===== config.mk =====
export PLATFORM = sky130hd
export DESIGN_NAME = branch_comp_seq_flat
export DESIGN_NICKNAME = d
export VERILOG_FILES = /design/src/rtl/branch_comp_seq_if.sv /design/src/rtl/branch_comp_seq.sv /design/src/flat_wrapper.sv
export SDC_FILE = /design/constraint.sdc
export NUM_CORES = 1
export LEC_CHECK = 0
export BUFFER_PORTS_ARGS = -buffer_cell sky130_fd_sc_hd__buf_4
export CAP_MARGIN = 10
export CORE_MARGIN = 4
export CORE_UTILIZATION = 50
export CTS_CLUSTER_DIAMETER = 60
export DETAILED_ROUTE_END_ITERATION = 12
export PLACE_DENSITY = 0.85
export SLEW_MARGIN = 20
export SYNTH_ARGS = -nofsm -noshare
export SYNTH_HDL_FRONTEND = slang
export SYNTH_SLANG_ARGS = --single-unit
export TNS_END_PERCENT = 10

===== constraint.sdc =====
create_clock -name clk -period 2.7 [get_ports clk]
set_clock_uncertainty 0.05 [all_clocks]
set_input_delay 0.135 -clock clk [delete_from_list [all_inputs] [get_ports clk]]
set_output_delay 0.135 -clock clk [all_outputs]
set_load 0.01 [all_outputs]

===== src/rtl/branch_comp_seq_if.sv =====
// Request/result handshake bundle for the sequential branch comparator.
// The master drives requests and result acceptance; the slave is the comparator.
interface branch_comp_seq_if #(
  parameter int DATA_W = 32,
  parameter int TAG_W  = 4
);
  logic              in_valid;
  logic              in_ready;
  logic [DATA_W-1:0] data_in_A;
  logic [DATA_W-1:0] data_in_B;
  logic [2:0]        funct3;
  logic [TAG_W-1:0]  tag_in;
  logic              out_valid;
  logic              out_ready;
  logic              br_eq;
  logic              br_lt;
  logic              taken;
  logic              illegal;
  logic [TAG_W-1:0]  tag_out;

  modport master (
    output in_valid, data_in_A, data_in_B, funct3, tag_in, out_ready,
    input  in_ready, out_valid, br_eq, br_lt, taken, illegal, tag_out
  );

  modport slave (
    input  in_valid, data_in_A, data_in_B, funct3, tag_in, out_ready,
    output in_ready, out_valid, br_eq, br_lt, taken, illegal, tag_out
  );
endinterface


===== src/rtl/branch_comp_seq.sv =====
// Multi-cycle RISC-V branch comparator: walks the operands MSB-first one
// CHUNK_W slice per cycle and reports eq/lt/taken with a pass-through tag.
module branch_comp_seq #(
  parameter int DATA_W     = 32,
  parameter int CHUNK_W    = 8,
  parameter int EARLY_EXIT = 0,
  parameter int TAG_W      = 4
) (
  input  logic             clk,
  input  logic             reset,
  branch_comp_seq_if.slave bus
);
  localparam int NCHUNK = DATA_W / CHUNK_W;
  localparam int IDX_W  = (NCHUNK > 1) ? $clog2(NCHUNK) : 1;
  localparam logic [IDX_W-1:0] TOP_IDX = IDX_W'(NCHUNK - 1);

  typedef enum logic [1:0] {IDLE, CMP, DONE} state_t;

  state_t            state_reg;
  logic [DATA_W-1:0] a_reg;
  logic [DATA_W-1:0] b_reg;
  logic [2:0]        f3_reg;
  logic [TAG_W-1:0]  tag_reg;
  logic [IDX_W-1:0]  idx_reg;
  logic              decided_reg;
  logic              eq_acc_reg;
  logic              lt_acc_reg;
  logic              in_ready_reg;
  logic              out_valid_reg;
  logic              br_eq_reg;
  logic              br_lt_reg;
  logic              taken_reg;
  logic              illegal_reg;
  logic [TAG_W-1:0]  tag_out_reg;

  logic [CHUNK_W-1:0] a_slice [NCHUNK];
  logic [CHUNK_W-1:0] b_slice [NCHUNK];

  genvar gi;
  generate
    for (gi = 0; gi < NCHUNK; gi++) begin : g_slice
      assign a_slice[gi] = a_reg[gi*CHUNK_W +: CHUNK_W];
      assign b_slice[gi] = b_reg[gi*CHUNK_W +: CHUNK_W];
    end
  endgenerate

  logic [CHUNK_W-1:0] sa;
  logic [CHUNK_W-1:0] sb;
  logic slice_diff;
  logic slice_lt;
  logic eq_next;
  logic lt_next;
  logic last_step;
  logic taken_next;
  logic illegal_next;

  always_comb begin
    sa         = a_slice[idx_reg];
    sb         = b_slice[idx_reg];
    slice_diff = (sa != sb);
    // Only the slice holding the sign bit is compared signed, and only for BLT/BGE.
    if ((idx_reg == TOP_IDX) && !f3_reg[1]) begin
      slice_lt = $signed(sa) < $signed(sb);
    end else begin
      slice_lt = sa < sb;
    end
    eq_next      = decided_reg ? eq_acc_reg : !slice_diff;
    lt_next      = decided_reg ? lt_acc_reg : (slice_diff && slice_lt);
    last_step    = (idx_reg == '0) || ((EARLY_EXIT != 0) && slice_diff);
    taken_next   = 1'b0;
    illegal_next = 1'b0;
    case (f3_reg)
      3'b000:         taken_next = eq_next;
      3'b001:         taken_next = !eq_next;
      3'b100, 3'b110: taken_next = lt_next;
      3'b101, 3'b111: taken_next = !lt_next;
      default:        illegal_next = 1'b1;
    endcase
  end

  always_ff @(posedge clk or posedge reset) begin
    if (reset) begin
      state_reg     <= IDLE;
      a_reg         <= '0;
      b_reg         <= '0;
      f3_reg        <= '0;
      tag_reg       <= '0;
      idx_reg       <= '0;
      decided_reg   <= 1'b0;
      eq_acc_reg    <= 1'b1;
      lt_acc_reg    <= 1'b0;
      in_ready_reg  <= 1'b1;
      out_valid_reg <= 1'b0;
      br_eq_reg     <= 1'b0;
      br_lt_reg     <= 1'b0;
      taken_reg     <= 1'b0;
      illegal_reg   <= 1'b0;
      tag_out_reg   <= '0;
    end else begin
      case (state_reg)
        IDLE: begin
          if (bus.in_valid) begin
            a_reg        <= bus.data_in_A;
            b_reg        <= bus.data_in_B;
            f3_reg       <= bus.funct3;
            tag_reg      <= bus.tag_in;
            idx_reg      <= TOP_IDX;
            decided_reg  <= 1'b0;
            eq_acc_reg   <= 1'b1;
            lt_acc_reg   <= 1'b0;
            in_ready_reg <= 1'b0;
            state_reg    <= CMP;
          end
        end
        CMP: begin
          eq_acc_reg  <= eq_next;
          lt_acc_reg  <= lt_next;
          decided_reg <= decided_reg | slice_diff;
          if (last_step) begin
            out_valid_reg <= 1'b1;
            br_eq_reg     <= eq_next;
            br_lt_reg     <= lt_next;
            taken_reg     <= taken_next;
            illegal_reg   <= illegal_next;
            tag_out_reg   <= tag_reg;
            state_reg     <= DONE;
          end else begin
            idx_reg <= idx_reg - 1'b1;
          end
        end
        DONE: begin
          if (bus.out_ready) begin
            out_valid_reg <= 1'b0;
            in_ready_reg  <= 1'b1;
            state_reg     <= IDLE;
          end
        end
        default: state_reg <= IDLE;
      endcase
    end
  end

  assign bus.in_ready  = in_ready_reg;
  assign bus.out_valid = out_valid_reg;
  assign bus.br_eq     = br_eq_reg;
  assign bus.br_lt     = br_lt_reg;
  assign bus.taken     = taken_reg;
  assign bus.illegal   = illegal_reg;
  assign bus.tag_out   = tag_out_reg;
endmodule


===== src/flat_wrapper.sv =====
// flat-port wrapper written by rule: the top's interface ports become plain ports
module branch_comp_seq_flat 
#(
  parameter int DATA_W     = 32,
  parameter int CHUNK_W    = 8,
  parameter int EARLY_EXIT = 0,
  parameter int TAG_W      = 4
)
  (clk, reset, bus_in_valid, bus_data_in_A, bus_data_in_B, bus_funct3, bus_tag_in, bus_out_ready, bus_in_ready, bus_out_valid, bus_br_eq, bus_br_lt, bus_taken, bus_illegal, bus_tag_out);
  branch_comp_seq_if #(.DATA_W(DATA_W), .TAG_W(TAG_W)) bus_i ();
  input  logic clk;
  input  logic reset;
  input wire logic [$bits(bus_i.in_valid)-1:0] bus_in_valid;
  input wire logic [$bits(bus_i.data_in_A)-1:0] bus_data_in_A;
  input wire logic [$bits(bus_i.data_in_B)-1:0] bus_data_in_B;
  input wire logic [$bits(bus_i.funct3)-1:0] bus_funct3;
  input wire logic [$bits(bus_i.tag_in)-1:0] bus_tag_in;
  input wire logic [$bits(bus_i.out_ready)-1:0] bus_out_ready;
  output wire logic [$bits(bus_i.in_ready)-1:0] bus_in_ready;
  output wire logic [$bits(bus_i.out_valid)-1:0] bus_out_valid;
  output wire logic [$bits(bus_i.br_eq)-1:0] bus_br_eq;
  output wire logic [$bits(bus_i.br_lt)-1:0] bus_br_lt;
  output wire logic [$bits(bus_i.taken)-1:0] bus_taken;
  output wire logic [$bits(bus_i.illegal)-1:0] bus_illegal;
  output wire logic [$bits(bus_i.tag_out)-1:0] bus_tag_out;
  assign bus_i.in_valid = bus_in_valid;
  assign bus_i.data_in_A = bus_data_in_A;
  assign bus_i.data_in_B = bus_data_in_B;
  assign bus_i.funct3 = bus_funct3;
  assign bus_i.tag_in = bus_tag_in;
  assign bus_i.out_ready = bus_out_ready;
  assign bus_in_ready = bus_i.in_ready;
  assign bus_out_valid = bus_i.out_valid;
  assign bus_br_eq = bus_i.br_eq;
  assign bus_br_lt = bus_i.br_lt;
  assign bus_taken = bus_i.taken;
  assign bus_illegal = bus_i.illegal;
  assign bus_tag_out = bus_i.tag_out;
  branch_comp_seq #(.DATA_W(DATA_W), .CHUNK_W(CHUNK_W), .EARLY_EXIT(EARLY_EXIT), .TAG_W(TAG_W)) u_core (.clk(clk), .reset(reset), .bus(bus_i));
endmodule

=== Word level (Yosys, flattened, before mapping) ===
Index checks and enable logic that the tools add are counted.

* Flip-flop bits (word level): 88
* Word-level logic and storage cells: 85
* Output and inout port bits: 10
* Input bits: 75

* Order comparisons: 3
* Equality and inequality tests: 13
* Bitwise gates (word level): 2
* Reductions and logical operators: 22
* Multiplexer cells: 28
* Add/subtract/negate cells: 1

{| class="wikitable"
|+ Operators with widths
! cell !! number
|-
| 8-bit binary-select mux with 2-bit select || 2
|-
| 8-bit two-way mux || 4
|-
| 8-bit less-than comparator || 2
|-
| 3-bit equality test, second input constant || 4
|-
| 3-bit AND reduction || 4
|-
| 2-bit two-way mux || 5
|-
| 1-bit case mux with 2 select lines || 5
|-
| 1-bit two-way mux || 9
|-
| 8-bit != test || 1
|-
| 2-bit != test, second input constant || 3
|-
| 2-bit case mux with 3 select lines || 1
|-
| 2-bit AND reduction || 3
|-
| 2-bit nonzero test || 3
|-
| 6-bit OR reduction || 1
|-
| 2-bit equality test, second input constant || 2
|-
| 1-bit zero test || 4
|-
| 2-bit zero test || 2
|-
| 1-bit case mux with 4 select lines || 1
|-
| 2-bit case mux with 2 select lines || 1
|-
| 2-bit OR reduction || 2
|-
| 3-bit by 1-bit equality test with 1-bit output, second input constant || 1
|-
| 3-bit >= comparator, second input constant || 1
|-
| 3-bit zero test || 1
|-
| 2-bit NOT with 3-bit output || 1
|-
| 5 further kinds || 6
|}

=== Depth between registers and ports, before layout ===
Gate-level depths: netlist of the first run.

* Word-level depth: 10
* Mapped depth: 10

=== Least setup slack after synthesis of the first run ===
No wires, ideal clock.

* Path type: register -> register
* From: register u_core.idx_reg[0]
* To: register u_core.taken_reg, in the netlist u_core.bus.taken
* Path slack: 239 ps
* Setup time: 68 ps
* Period minus slack after synthesis: 2,461 ps
* Data arrival time: 2,342 ps
* Stages on the path, launching flop included: 10
* Buffers on the path: 2
* Data required time: 2,582 ps
* Path through: dfrtp_1 > buf_4 > buf_4 > mux4_2 > ha_1 > nand4_1 > nor3_2 > nor3_2 > a31o_2 > nand3_1

* Cells in the longest elaborated chain, start to end: 10
* Elaborated cells on any way between the ends: 22
* Those cells by class: order compare (2); eq/ne (2); mux (10); bitwise (1); reduce/logical (7)

{| class="wikitable"
|+ Ends and longest elaborated chain
! item !! RTL line !! RTL
|-
| start, declared || branch_comp_seq.sv:24 || <nowiki>logic [IDX_W-1:0] idx_reg;</nowiki>
|-
| start signal, assigned || branch_comp_seq.sv:128 || <nowiki>idx_reg <= idx_reg - 1'b1;</nowiki>
|-
| 2-bit NOT with 3-bit output (implied by the code) || branch_comp_seq.sv:58, branch_comp_seq.sv:59 ||
|-
| 8-bit binary-select mux with 2-bit select (on tied branches) || branch_comp_seq.sv:58, branch_comp_seq.sv:59 ||
|-
| 8-bit two-way mux (on tied branches) (2 in series) || branch_comp_seq.sv:58, branch_comp_seq.sv:59 ||
|-
| 8-bit less-than comparator (on tied branches) || branch_comp_seq.sv:65, branch_comp_seq.sv:63 ||
|-
| 1-bit two-way mux || branch_comp_seq.sv:62 || <nowiki>if ((idx_reg == TOP_IDX) && !f3_reg[1]) begin</nowiki>
|-
| 1-bit logical AND || branch_comp_seq.sv:68 || <nowiki>lt_next = decided_reg ? lt_acc_reg : (slice_diff && slice_lt);</nowiki>
|-
| 1-bit two-way mux || branch_comp_seq.sv:68 ||
|-
| 1-bit zero test || branch_comp_seq.sv:76 || <nowiki>3'b101, 3'b111: taken_next = !lt_next;</nowiki>
|-
| 1-bit case mux with 4 select lines || branch_comp_seq.sv:72 || <nowiki>case (f3_reg)</nowiki>
|-
| end signal, assigned || branch_comp_seq.sv:123 || <nowiki>taken_reg <= taken_next;</nowiki>
|-
| end, declared || branch_comp_seq.sv:32 || <nowiki>logic taken_reg;</nowiki>
|}

Parallel ways exist; a longest one is shown, timed or not. The select of a mux whose other input is x is not followed.
A chain may end at the register's enable or synchronous reset.

=== Final worst setup path of the first run ===
Ends and elaborated chain as after synthesis.

==> metrics.cfg, run 1 <==
[outcome]
outcome=complete, no violations

[timing]
setup_viol=0
drv_slew=0
rsz0062_at_grt=no
timing.final.crit_share=0.935
tns_ps=0
slew_headroom=0.543
hold_viol=0
fmax_mhz=396
period_minus_slack_ps=2530
worst_pin_slew_ps=685

[finish]
finish.utilization=0.719
fin_nets=529
final_cells=554
area_growth_pct=37.6
drive_above_1_share=0.463
final_cell_area_um2=6030
antennaDiodeCount=0

[global_routing]
grt_first_pass_wirelength_mm=16.5
antenna_found_initial=0
grt_pass1_vias=3191
grt_max_degree=50
grt_overflow_total=0
globalRouteTotalUtil=0.212

[setup_path]
start_kind=flop
critPathArrivalTime_ps=2770
critical_path.most_common_cell=nor3_2
cp_cell_sequence=buf_6 > mux4_2 > ha_1 > nand4_1 > nor3_2 > nor3_2 > a31o_2 > nand3_1
cp-end-kind=flop
path_max_fanout=9
crit_type=reg -> reg
slowest_delay_ps=520
cp_slowest_cell=mux4_2
required_ps=2950

[clock_tree]
cts_buffers=9
cts-root-buf=clkbuf_8
path_clk_slew_ps=90
ctsLongestPathBuffers=2
clock_latency_ps=360
htree_num_levels=3
cts_setup_buffers=0
cts_sinks=88
cts_tree=yes

[power_and_ir_drop]
cellLeakagePower_nw=2.80
power.density_nw_per_um2=1120
ir_drop_v=0.000587

[logic_synthesis]
synth.avg_cell_area_um2=15.5
synth_edf_count=0
synthCells=283
syn_area_um2=4380
synthesis.nets=368
ys.warnings.count=0
ys_seq_elements=88
ys_dominant_reg_cell=dfrtp_1
synth.distinct_cells=41
yosysSeqAreaShare=0.504
ys_async_sr_fraction=1.00

[hold_path]
hp-class=in -> reg

[detailed_routing]
dr.first_iter.drc_count=102
wire_per_inst_um=18.3
antenna_left=0
firstDrtPassIters=4
routed-via-count=2931
drc=0
postRouteWirelength_mm=10.1
viasPerCell=5.29

[floorplan]
io_pins=85
die_h_um=102
start_util=0.522
coreArea_um2=8380
die_area_um2=10300
num_rows=33
die_w_um=102

[flow_run]
drv_cap=0

[placed_design]
port-buffer-count=84
place_inst=465
dp_hpwl_mm=6.41
gp_congestion=0.852
place_area_um2=5050

==> placed cells by master (no fill, tap or decap), types with 3 or more instances in the layout <==
cell type / netlist / routed
dlygate4sd3_1: 0 / 73
inv_1: 13 / 12
nand4_1: 3 / 3
mux2_2: 18 / 18
buf_4: 4 / 88
nand2b_1: 4 / 4
ha_1: 10 / 10
mux4_2: 16 / 16
a21oi_1: 8 / 8
dfrtp_1: 86 / 86
o21ai_0: 9 / 9
nand3_1: 4 / 4
bufinv_16: 0 / 3
clkinv_2: 0 / 3
mux2_4: 57 / 57
clkbuf_8: 0 / 9
nand2_1: 9 / 9
==> critical path, delay by kind of cell (launching register included) <==
kind	cells	cell delay, ps
compound gates	1	260
flops	1	400
fa+ha+maj	1	330
buf+inv	1	190
mux	1	520
simple gates	4	700
==> per-layer routing <==
layer | track usage | wire length [um] | part of all wire | vias to the layer above
met1 | 0.255 | 4000 | 0.39 | 1457
met3 | 0.0544 | 513 | 0.051 | 24
li1 | - | - | - | 1353
met4 | 0.0757 | 297 | 0.029 | 0
met2 | 0.369 | 5340 | 0.53 | 97
met5 | 0 | 0 | 0 | -
==> power breakdown <==
part	switching (mW)	total [mW]	leakage (nW)	internal, mW
logic	1.23	3.15	1.64	1.92
registers	0.528	2.52	1.03	1.99
clock network	0.482	1.10	0.124	0.618
total	2.24	6.77	2.80	4.53
==> kinds of logic (layout without fill, tap and decap cells) <==
kind of cell               count (synthesis)  count (layout)  share of synthesized area
xor gates and xnor gates                   1               1                    0.00200
and+or+nand+nor                           35              35                     0.0463
muxes                                     92              92                      0.326
DFF                                       88              88                      0.504
buffers and inverters                     29             195                     0.0543
adders and majority gates                 10              10                     0.0286
AOI/OAI and AO/OA                         28              28                     0.0389
==> synth_stat cells (all sizes together), types with 2 or more instances <==
master / n / share of area
a211o: 2 / 0.0040
a21oi: 8 / 0.0091
buf: 14 / 0.041
dfrtp: 86 / 0.49
dfstp: 2 / 0.012
ha: 10 / 0.029
inv: 14 / 0.012
mux2: 75 / 0.24
mux4: 16 / 0.082
nand2: 10 / 0.010
nand2b: 4 / 0.0057
nand3: 4 / 0.0046
nand4: 3 / 0.0043
nor2: 3 / 0.0031
nor3: 4 / 0.0069
nor4: 2 / 0.0029
o21ai: 10 / 0.011
o22ai: 2 / 0.0029
==> path summary, 6_finish.rpt <==
kind,slack [ps],from,depth (start not counted),endpoint
hold reg to reg,440,u_core.bus.illegal,2,u_core.bus.illegal
setup / recovery,170,u_core.idx_reg[0],8,u_core.bus.taken
min in group asynchronous,360,reset,3,u_core.bus.tag_out[1]
setup reg to reg,170,u_core.idx_reg[0],8,u_core.bus.taken
hold / removal,80,bus_in_valid,4,u_core.bus.in_ready
max in group asynchronous,1520,reset,4,u_core.eq_acc_reg
==> final cells by class <==
type / instances / area (um2)
inverter: 14 / 53.8
multi-input combinational: 166 / 1940
tap: 105 / 131
fill: 552 / 2360
clock inverter: 7 / 118
clock buffer: 9 / 124
timing repair buffer: 165 / 1450
sequential: 88 / 2200
==> what timing repair did <==
| action | CTS | global route |
|---|---|---|
| gates resized for setup | 0 | 2 |
| hold endpoints to repair | 110 | 1 |
| setup endpoints to repair | 0 | 1 |
| hold buffers | 72 | 1 |
==> stage by stage <==
step	setup slack (ps)	power, mW	hold slack [ps]
after floorplan	239	4.90	233
after global placement	346	5.38	201
after detailed placement	223	5.52	210
after CTS	200	6.74	1.33
after global routing	3.27	7.19	61.4
final	174	6.77	83.3
Power figures use the tool's default switching activity.
==> run 2: changes to the inputs <==
- CORE_MARGIN: 4 -> 2
- CORE_UTILIZATION: 50 -> 55
- PLACE_DENSITY: 0.85 -> 0.88
- clock period: 2.7 -> 2.9 ns (I/O delays scaled with it)
==> run 2 against run 1 <==
Clock power down 24%. Cell area down 1.6%. Utilization up 4.8 points. Sequential share of layout area up 0.60 points. Sequential power down 8.3%. Via count about the same. Combinational power down 7.9%. Non-clock buffer count down 1. Setup slack better by 150 ps. Worst hold slack worse by 1.0 ps. Register-to-register slack better by 150 ps. Critical path type unchanged. Critical endpoint unchanged. Largest power group unchanged.
==> metrics.cfg, run 2 (synthesis gave the netlist of run 1 again) <==
[outcome]
outcome=complete, no violations

[hold_path]
hp-class=in -> reg

[floorplan]
num_rows=32
die_w_um=93.2
io_pins=85
die_area_um2=8690
die_h_um=93.2
coreArea_um2=7730
start_util=0.567

[setup_path]
crit_type=reg -> reg
critical_path.most_common_cell=nor3_2
cp-end-kind=flop
cp_slowest_cell=mux4_2
start_kind=flop
slowest_delay_ps=550
critical_path_buf_inv_count=1
path_delay_family=simple AND/OR/NAND/NOR gates
path_max_fanout=17
cp_cell_sequence=buf_4 > mux4_2 > ha_1 > nand4_1 > nor3_2 > nor3_2 > a31o_2 > nand3_1
required_ps=3150
critPathArrivalTime_ps=2830

[power_and_ir_drop]
cellLeakagePower_nw=2.75
power_frac_comb=0.480
p_clk_frac=0.138
power.density_nw_per_um2=1020
finalPower_mw=6.04
ir_drop_v=0.000506
seq_power_share=0.382
p_sw_mw=2.02
p_int_mw=4.03
switching_share=0.334

[detailed_routing]
dr.first_iter.drc_count=169
antenna_left=0
wire_per_inst_um=17.7
routed-via-count=2929
postRouteWirelength_mm=9.73
firstDrtPassIters=4
drc=0
viasPerCell=5.34

[finish]
layout_common_cells=91 x buf_4, 86 x dfrtp_1, 73 x dlygate4sd3_1
nFillCells=469
fin_nets=528
final_cells=549
drive_above_1_share=0.456
final_common_cell=buf_4
area_growth_pct=35.4
antennaDiodeCount=0

[flow_run]
drv_cap=0

[timing]
setup_viol=0
period_minus_slack_ps=2570
worst_pin_slew_ps=865
rsz0062_at_grt=no
fmax_mhz=388
tns_ps=0
drv_slew=0
hold_viol=0
slew_headroom=0.422
timing.final.crit_share=0.888

[global_routing]
globalRouteTotalUtil=0.248
grt_first_pass_wirelength_mm=16.0
grt_max_degree=50
grt_overflow_total=0
grt_pass1_vias=3123
antenna_found_initial=0

[placed_design]
port-buffer-count=84
gp_congestion=0.774
place_inst=461
dp_hpwl_mm=5.82

[clock_tree]
cts_setup_buffers=0
htree_num_levels=3
cts-root-buf=clkbuf_8
ctsHoldBuffers=73
cts_sinks=88
path_clk_slew_ps=80
cts_buffers=9
clock_latency_ps=370
cts_resized=0
cts_tree=yes
ctsLongestPathBuffers=2

==> run 2: changes by cell type in the layout (fill, tap and decap cells not counted), sizes merged <==
cell | before | now
buf | 92 | 91
bufinv | 3 | 1
clkinv | 3 | 2
clkbuf | 9 | 12
clkinvlp | 0 | 1
inv | 15 | 13
==> run 2: area by class of cell <==
| class | instances | area, um2 | share of cell area |
|---|---|---|---|
| timing repair buffer | 164 | 1410 | 0.238 |
| multi-input combinational | 166 | 1940 | 0.327 |
| sequential | 88 | 2200 | 0.372 |
| clock buffer | 12 | 145 | 0.0245 |
| tap | 102 | 128 | 0.0215 |
| inverter | 14 | 53.8 | 0.00908 |
| clock inverter | 3 | 42.5 | 0.00718 |
==> run 2: per-stage QoR <==
step	hold slack [ps]	worst slack, ps	cell area [um2]	util
2_1_floorplan	243	430	4380	-
3_3_place_gp	272	410	5010	0.648
3_5_place_dp	296	329	5010	0.648
4_1_cts	70.5	304	5930	0.767
5_1_grt	90.7	107	5930	0.767
6_report	82.3	325	5930	0.767
==> run 2: metal layers <==
layer | GRT usage | up-vias | share of wire | wire [um]
li1 | - | 1350 | - | -
met1 | 0.300 | 1463 | 0.39 | 3810
met2 | 0.433 | 91 | 0.54 | 5280
met3 | 0.0395 | 25 | 0.039 | 377
met4 | 0.118 | 0 | 0.028 | 268
met5 | 0 | - | 0 | 0
==> run 2: worst paths after layout <==
| kind | start | end | slack [ps] | cells after the start |
|---|---|---|---|---|
| setup / recovery | u_core.idx_reg[0] | u_core.bus.taken | 330 | 8 |
| hold / removal | bus_in_valid | u_core.bus.in_ready | 80 | 4 |
| min in group asynchronous | reset | u_core.bus.out_valid | 440 | 3 |
| max in group asynchronous | reset | u_core.idx_reg[0] | 1580 | 4 |
| setup reg to reg | u_core.idx_reg[0] | u_core.bus.taken | 330 | 8 |
| hold reg to reg | u_core.bus.illegal | u_core.bus.illegal | 430 | 2 |
==> run 2: power groups by stage <==
stage / clock, mW / combinational, mW / sequential (mW)
after floorplan: 0 / 2.43 / 2.13
after global placement: 0 / 2.68 / 2.27
after detailed placement: 0 / 2.79 / 2.30
after CTS: 0.848 / 2.88 / 2.29
after global routing: 0.893 / 3.19 / 2.38
final: 0.836 / 2.90 / 2.31
==> run 2: tightest hold or removal path, delay by kind of cell <==
kind	cells	cell delay (ps)
compound gates	1	140
simple gates	2	110
buf+inv	1	100
